File: config.mk
export PLATFORM = sky130hd
export DESIGN_NAME = bcd_serial_addsub
export DESIGN_NICKNAME = d
export VERILOG_FILES = /design/src/rtl/bcd_pkg.sv /design/src/rtl/bcd_digit_add.sv /design/src/rtl/bcd_serial_addsub.sv
export SDC_FILE = /design/constraint.sdc
export NUM_CORES = 1
export LEC_CHECK = 0
export CORE_MARGIN = 10
export CORE_UTILIZATION = 40
export DETAILED_ROUTE_END_ITERATION = 12
export GPL_TIMING_DRIVEN = 0
export PLACE_DENSITY = 0.64
export SLEW_MARGIN = 20
export SYNTH_ARGS = -nofsm -noshare
export SYNTH_HDL_FRONTEND = slang
export SYNTH_SLANG_ARGS = --single-unit
File: constraint.sdc
create_clock -name clk -period 3.1 [get_ports clk]
set_clock_uncertainty 0.05 [all_clocks]
set_input_delay 0.465 -clock clk [delete_from_list [all_inputs] [get_ports clk]]
set_output_delay 0.465 -clock clk [all_outputs]
set_load 0.05 [all_outputs]
File: src/rtl/bcd_pkg.sv
// Shared types and constants for the serial BCD adder/subtractor.
// Optional feature: define BCD_SUB_EN to build subtract support.
package bcd_pkg;

    // One packed BCD digit.
    typedef logic [3:0] bcd_digit_t;

    // Serial operation sequencer states.
    typedef enum logic [1:0] {
        IDLE = 2'd0,
        RUN  = 2'd1,
        DONE = 2'd2
    } state_t;

    // Largest legal digit value and the decimal adjust added on overflow.
    localparam bcd_digit_t BCD_MAX = 4'd9;
    localparam bcd_digit_t BCD_ADJ = 4'd6;

endpackage

File: src/rtl/bcd_digit_add.sv
// Combinational single-digit BCD adder with decimal adjust and
// invalid-digit detection.
module bcd_digit_add
    import bcd_pkg::*;
(
    input  logic [3:0] a,
    input  logic [3:0] b,
    input  logic       c,
    output logic [3:0] digit,
    output logic       carry,
    output logic       invalid
);

    logic [4:0] t;

    // Binary sum of the digit pair, then +6 adjust when it passes 9.
    // In subtract mode b arrives as 9-b; that maps 10..15 onto 15..10,
    // so an illegal subtrahend digit is still flagged here.
    always_comb begin
        t       = {1'b0, a} + {1'b0, b} + {4'd0, c};
        digit   = t[3:0];
        carry   = 1'b0;
        invalid = (a > BCD_MAX) || (b > BCD_MAX);
        if (t > {1'b0, BCD_MAX}) begin
            digit = t[3:0] + BCD_ADJ;
            carry = 1'b1;
        end
    end

endmodule

File: src/rtl/bcd_serial_addsub.sv
// Digit-serial packed-BCD adder (and optional subtractor).
// Processes one digit per cycle, least significant first.
// Build option: define BCD_SUB_EN to enable ten's-complement subtract;
// otherwise the sub port is ignored and every operation is an add.
//
// Handshake: a transfer happens on a rising edge where valid && ready are
// both high; valid must not depend on ready, and data is sampled only on
// that edge. in_ready is high only in IDLE, out_valid only in DONE, and
// the result is held stable in DONE until it is taken.
module bcd_serial_addsub
    import bcd_pkg::*;
#(
    parameter int DIGITS = 4
) (
    input  logic                  clk,
    input  logic                  rst,
    input  logic                  in_valid,
    output logic                  in_ready,
    input  logic [4*DIGITS-1:0]   a,
    input  logic [4*DIGITS-1:0]   b,
    input  logic                  cin,
    input  logic                  sub,
    output logic                  out_valid,
    input  logic                  out_ready,
    output logic [4*DIGITS-1:0]   sum,
    output logic                  cout,
    output logic                  err
);

    localparam int         W    = 4 * DIGITS;
    localparam logic [4:0] LAST = 5'(DIGITS - 1);

    state_t         state_q, state_n;
    logic [W-1:0]   a_q, b_q, sum_q;
    logic           carry_q, err_q;
    logic [4:0]     idx_q;
    logic           accept;

    logic [3:0]     b_dig;
    logic [3:0]     digit;
    logic           carry;
    logic           invalid;

    assign accept    = in_valid && in_ready;
    assign in_ready  = (state_q == IDLE);
    assign out_valid = (state_q == DONE);
    assign sum       = sum_q;
    assign cout      = carry_q;
    assign err       = err_q;

`ifdef BCD_SUB_EN
    logic sub_q;

    // Subtract adds the nine's complement of each B digit.
    always_comb begin
        b_dig = b_q[3:0];
        if (sub_q) begin
            b_dig = BCD_MAX - b_q[3:0];
        end
    end
`else
    logic sub_unused;
    assign sub_unused = sub;

    // Add-only build: B digits pass straight through.
    always_comb begin
        b_dig = b_q[3:0];
    end
`endif

    bcd_digit_add u_digit (
        .a       (a_q[3:0]),
        .b       (b_dig),
        .c       (carry_q),
        .digit   (digit),
        .carry   (carry),
        .invalid (invalid)
    );

    // State register.
    always_ff @(posedge clk) begin
        if (rst) begin
            state_q <= IDLE;
        end else begin
            state_q <= state_n;
        end
    end

    // Next-state logic: accept, run DIGITS cycles, hold until taken.
    always_comb begin
        state_n = state_q;
        case (state_q)
            IDLE: if (accept) state_n = RUN;
            RUN:  if (idx_q == LAST) state_n = DONE;
            DONE: if (out_ready) state_n = IDLE;
            default: state_n = IDLE;
        endcase
    end

    // Datapath: capture operands on accept, then shift one digit per RUN
    // cycle; result digits enter at the top so digit 0 ends at the bottom.
    always_ff @(posedge clk) begin
        if (rst) begin
            a_q     <= '0;
            b_q     <= '0;
            sum_q   <= '0;
            carry_q <= 1'b0;
            err_q   <= 1'b0;
            idx_q   <= '0;
`ifdef BCD_SUB_EN
            sub_q   <= 1'b0;
`endif
        end else if (accept) begin
            a_q     <= a;
            b_q     <= b;
            sum_q   <= '0;
            err_q   <= 1'b0;
            idx_q   <= '0;
`ifdef BCD_SUB_EN
            sub_q   <= sub;
            carry_q <= sub ? ~cin : cin;
`else
            carry_q <= cin;
`endif
        end else if (state_q == RUN) begin
            a_q     <= a_q >> 4;
            b_q     <= b_q >> 4;
            sum_q   <= (sum_q >> 4) | (W'(digit) << (W - 4));
            carry_q <= carry;
            err_q   <= err_q | invalid;
            idx_q   <= idx_q + 5'd1;
        end
    end

endmodule
# Word level (Yosys, flattened, before mapping)
# Index checks and enable logic that the tools add are counted.
[op_classes]
n_bitwise = 2
addsub = 4
mux = 12
magnitude_cmp = 3
n_eq_ne = 6
reduce_logical = 6
[op_table]
columns = ["op", "count"]
rows = [
  ["16-bit two-way mux", 4],
  ["12-bit by 16-bit OR with 16-bit output", 1],
  ["4-bit > comparator, second input constant", 2],
  ["2-bit two-way mux", 3],
  ["2-bit one-hot mux with 3 select lines", 1],
  ["4-bit by 4-bit adder with 5-bit output", 1],
  ["5-bit by 1-bit adder with 5-bit output", 1],
  ["5-bit by 1-bit adder with 5-bit output, second input constant", 1],
  ["5-bit by 2-bit equality test with 1-bit output, second input constant", 1],
  ["5-bit by 4-bit > comparator with 1-bit output, second input constant", 1],
  ["4-bit by 3-bit adder with 4-bit output, second input constant", 1],
  ["4-bit two-way mux", 1],
  ["2-bit by 1-bit inequality test with 1-bit output, second input constant", 2],
  ["1-bit two-way mux", 3],
  ["3-bit AND reduction", 1],
  ["2-bit by 1-bit equality test with 1-bit output, second input constant", 1],
  ["2-bit equality test, second input constant", 1],
  ["2-bit zero test", 1],
  ["2-bit inequality test, second input constant", 1],
  ["2-bit nonzero test", 1],
  ["2-bit OR reduction", 1],
  ["1-bit logical AND", 1],
  ["1-bit logical OR", 1],
  ["1-bit OR", 1],
]
[word_totals]
out_inout_bits = 20
regBits = 57
input_bits = 38
word_cells = 40

# Longest topological paths before layout
[logic_depth]
ltp_word = 6
mapped_depth = 9
mapped_depth_nobuf = 9

# Cells and area by module
# Synthesis repeated with hierarchy kept, for this count alone.
[unflattened]
hier_cells = 279
hier_area_um2 = 2477.4
[by_module_without_submodules]
columns = ["module", "cells_each", "seq_area_each_um2", "n_inst", "area_per_inst_um2"]
rows = [
  ["bcd_serial_addsub", 254, 1141.1, 1, 2252.2],
  ["bcd_digit_add", 25, 0.0, 1, 225.2],
]

# Worst setup path after synthesis
# Ideal clock, no wire load.
[synth_path]
kind = "register -> register"
from = "reg carry_q, in the netlist cout"
to = "reg sum_q[13], in the netlist sum[13]"
path_stages_with_launch = 10
t_required_ns = 2.966
setup_slack_ns = 0.378
synth_period_minus_slack_ns = 2.722
path_buffers = 0
t_arrival_ns = 2.588
setup_ns = 0.084
path_cell_list = "dfxtp_1 -> fa_1 -> fa_1 -> xnor2_1 -> ha_1 -> nand2_1 -> a32oi_1 -> nand3_2 -> and3_1 -> o31ai_2"
[synth_between]
elab_chain_cells = 4
elab_cells_between_ends = 5
classes_between = "add/sub: 2; order compare: 1; mux: 1; bitwise: 1"
[synth_rtl]
columns = ["item", "line", "rtl"]
rows = [
  ["start, declared", "bcd_serial_addsub.sv:35", "logic carry_q, err_q;"],
  ["start signal, assigned", "bcd_serial_addsub.sv:123", "carry_q <= cin;"],
  ["start signal, assigned", "bcd_serial_addsub.sv:129", "carry_q <= carry;"],
  ["5-bit by 1-bit adder with 5-bit output *", "bcd_digit_add.sv:20", "t = {1'b0, a} + {1'b0, b} + {4'd0, c};"],
  ["4-bit by 3-bit adder with 4-bit output or 5-bit by 4-bit > comparator with 1-bit output (tied branches)", "bcd_digit_add.sv:25, bcd_digit_add.sv:24", ""],
  ["4-bit two-way mux *", "bcd_digit_add.sv:24", "if (t > {1'b0, BCD_MAX}) begin"],
  ["12-bit by 16-bit OR with 16-bit output *", "bcd_serial_addsub.sv:128", "sum_q <= (sum_q >> 4) | (W'(digit) << (W - 4));"],
  ["end signal, assigned", "bcd_serial_addsub.sv:128", ""],
  ["end, declared", "bcd_serial_addsub.sv:34", "logic [W-1:0] a_q, b_q, sum_q;"],
]
# Every way passes the cells marked *; elsewhere a longest branch is shown, timed or not.
# A chain may end at the register's enable or synchronous reset.

# Worst setup path in the final report
# Same ends and word-level chain as after synthesis.

==> impl_results.md <==
* Top sig layer: met4
* DP Worst Slack at 0.397 ns
* GRT Total Usage at 13.4%
* Cells after Synth at 286
* # setup viols final at 0
* Critical Path End Type: flop
* Reg2Reg Depth at 9
* EDFF count, synth at 0
* Initial DRC Count at 104
* R2r endpoint: sum[13]
* Placed cell area at 3070 µm²
* Cts bufs inserted at 9
* Worst VDD drop at 0.319 mV
* Mux cell area share after synthesis at 0.414%
* Crit-path cells: fa_1, fa_1, xnor2_1, ha_1, nand2_1, a32oi_1, nand3_2, and3_1, o31ai_2
* First-pass GRT wire length at 10600 µm
* Period minus WS final at 2.73 ns
* Die Span Y at 97.8 µm
* Final #Nets at 399
* Top cells by area, synth: dfxtp_1 (47%), a21oi_1 (11%), nand2_1 (10%)
* Critical Path RT at 3.31 ns
* Actual slew at the worst max-slew pin at 0.522 ns
* Hold Crit Depth at 2
* Die footprint at 9560 µm²
* Synth async-reset ratio at 0%
* Post-CTS setup repair buffer count at 0
* Lkg Pwr at 0.00120 µW
* Fin worst setup slack at 0.366 ns
* Worst R2R Setup Slack at 0.37 ns
* Largest net degree at the start of global routing at 11
* XOR/XNOR Fraction of Synth Area at 1.81%
* Syn nets at 332
* CP bufs+invs at 0
* Crit start category: flop
* Dominant cell by count in the synthesized netlist: nand2_1
* WL met1 at 3000 µm
* Metal3 WL at 559 µm
* Worst r2r src: cout
* Routability cong. at 0.742
* Most frequent CP cell: fa_1
* Final Hold Slack at 0.404 ns
* WP data arrival at 2.95 ns
* Pwr Total at 1820 µW
* Sequential area share after synthesis at 47.2%
* Worst Setup EP: sum[13]
* Rows at 28
* N_diodes at 0
* Ys flop type: dfxtp_1
* Top post-synthesis cells by count: nand2_1 (66), dfxtp_1 (57), a21oi_1 (53)
* Io pins at 58
* TNS Setup at 0 ns
* Number of unique standard cell types used by synthesis at 38
* Final Hold Violating Endpoints at 0
* Highest clock rate at 0.366 GHz
* Top Family by Delay on Critical Path: adder cells
* Max-cap violations at 0
* Post-synthesis compound-gate area fraction at 23.1%
* Slew Limit Fails at 0
* Worst path depth at 9
* Syn_area_per_cell at 8.46 µm²
* Hold Path Class: flop to flop
* Antenna-violating nets left at 0
* Crit path from: cout
* Gr ovfl total at 0
* Vias in the first global route at 2219
* CP peak stage delay at 0.47 ns
* Area leader, netlist: dfxtp_1
* H-tree depth at 3
* Clock Latency Late Sink at 0.34 ns
* Post-route cell area at 3280 µm²
* Pwr/cell area at 553 nW/µm²
* Simple-gate share of the synthesized area at 18.6%
* Area Overhead vs Synth at 35.6%
* Via/cell ratio at 5.15
* Post-synthesis register bit count at 57
* Mapped cell area at 2420 µm²
* Final HPWL DP at 4720 µm
* Yosys top cell area share at 47.2%
* CTS sink cnt at 57
* Chip Width at 97.8 µm
* Final worst-path cycle share at 88.2%
* Status: completed
* CTS tree: done
* Slowest-stage cell, CP: fa_1
* Adder-Cell Fraction of Synth Area at 4.76%
* Slew margin rel. at 65.1%
* Antenna violations before repair at 0
* Drt drc at 0
* Routed WL per cell at 14.9 µm
* Core Region at 5890 µm²
* Routed WL at 6440 µm
* Vias at 2231
* RSZ-0062 raised after global routing: false
* Cts repair resizes at 0
* Met2 WL at 2770 µm
* Crit Path Max Fanout at 5
* Hold Buf Count CTS at 0
* Main combinational cell family by area after synthesis: compound AO/OA/AOI/OAI gates
* DRT Pass-1 Iters at 4
* CTS Buffer Depth at 2
* Critical path class: flop to flop
* Initial Utilization at 41.1%
* Clock slew at the register clock pins of the worst setup and hold paths at 0.07 ns
* YS warnings at 0
* Root Driver: clkbuf_8
* # port buffers at 56
* Layout cells sized above 1 at 9.50%
==> cell type report <==
cell class	instances	area (µm²)
Buffer	19	90.1
Clock buffer	14	173
Clock inverter	2	35.0
Fill cell	590	2600
Inverter	3	11.3
Multi-Input combinational cell	207	1180
Sequential cell	57	1140
Tap cell	75	93.8
Timing Repair Buffer	56	561
==> worst register-to-register path, delay by kind of cell, from the launching register on <==
family	cells	cell delay, ns
xor+xnor	1	0.37
simple gates	3	0.40
compound gates	2	0.38
fa+ha+maj	3	1.11
flops	1	0.35
==> kinds of logic after synthesis <==
logic type      after synthesis
compound gates               92
xor+xnor                      5
fa+ha+maj                     8
buf+inv                      22
flops                        57
mux                           1
simple gates                101
==> layout by cell type (no fill, tap or decap), types with 2 or more instances in the layout <==
| cell type | count |
|---|---|
| a21o_2 | 3 |
| nor3_1 | 2 |
| clkbuf_1 | 10 |
| buf_2 | 9 |
| fa_1 | 2 |
| nand2_1 | 66 |
| ha_1 | 6 |
| dfxtp_1 | 57 |
| a21oi_1 | 53 |
| xor2_1 | 3 |
| nand4_1 | 2 |
| buf_4 | 2 |
| nor2_1 | 9 |
| nand2b_1 | 2 |
| nor2b_1 | 2 |
| o21ai_0 | 4 |
| nand3_1 | 8 |
| clkbuf_8 | 12 |
| clkdlybuf4s50_1 | 56 |
| xnor2_1 | 2 |
| inv_1 | 3 |
| a22oi_1 | 25 |
==> per-layer routing <==
layer  GRT usage (%)  vias to the layer above
li1                -                     1135
met1            16.1                     1015
met2            20.5                       72
met3            5.85                        9
met4            5.03                        0
met5               0                        -
==> how the worst min path moves through the flow <==
stage            start       to  slack [ns]
2_1_floorplan  a_q[10]  a_q[10]        0.39
3_3_place_gp    sum[3]   sum[3]        0.39
3_5_place_dp    a_q[4]   a_q[4]        0.40
4_1_cts         a_q[4]   a_q[4]        0.41
5_1_grt         a_q[5]   a_q[5]        0.42
6_report        sum[0]   sum[0]        0.40
==> registers in the layout, indices dropped and copies added (netlist names) <==
name and flops:
a_q 16, b_q 16, cout 1, err 1, idx_q 5, state_q 2, sum 16
==> stage by stage <==
stage,util (%),instances
6_report,55.8,433
3_3_place_gp,52.2,417
4_1_cts,55.8,433
3_5_place_dp,52.2,417
5_1_grt,55.8,433
2_1_floorplan,-,286
==> where the power goes <==
group | internal, µW | total, µW | switching [µW]
sequential | 769 | 795 | 26.1
combinational | 125 | 293 | 167
clock | 436 | 728 | 291
total | 1330 | 1820 | 485
Power figures use the tool's default switching activity.
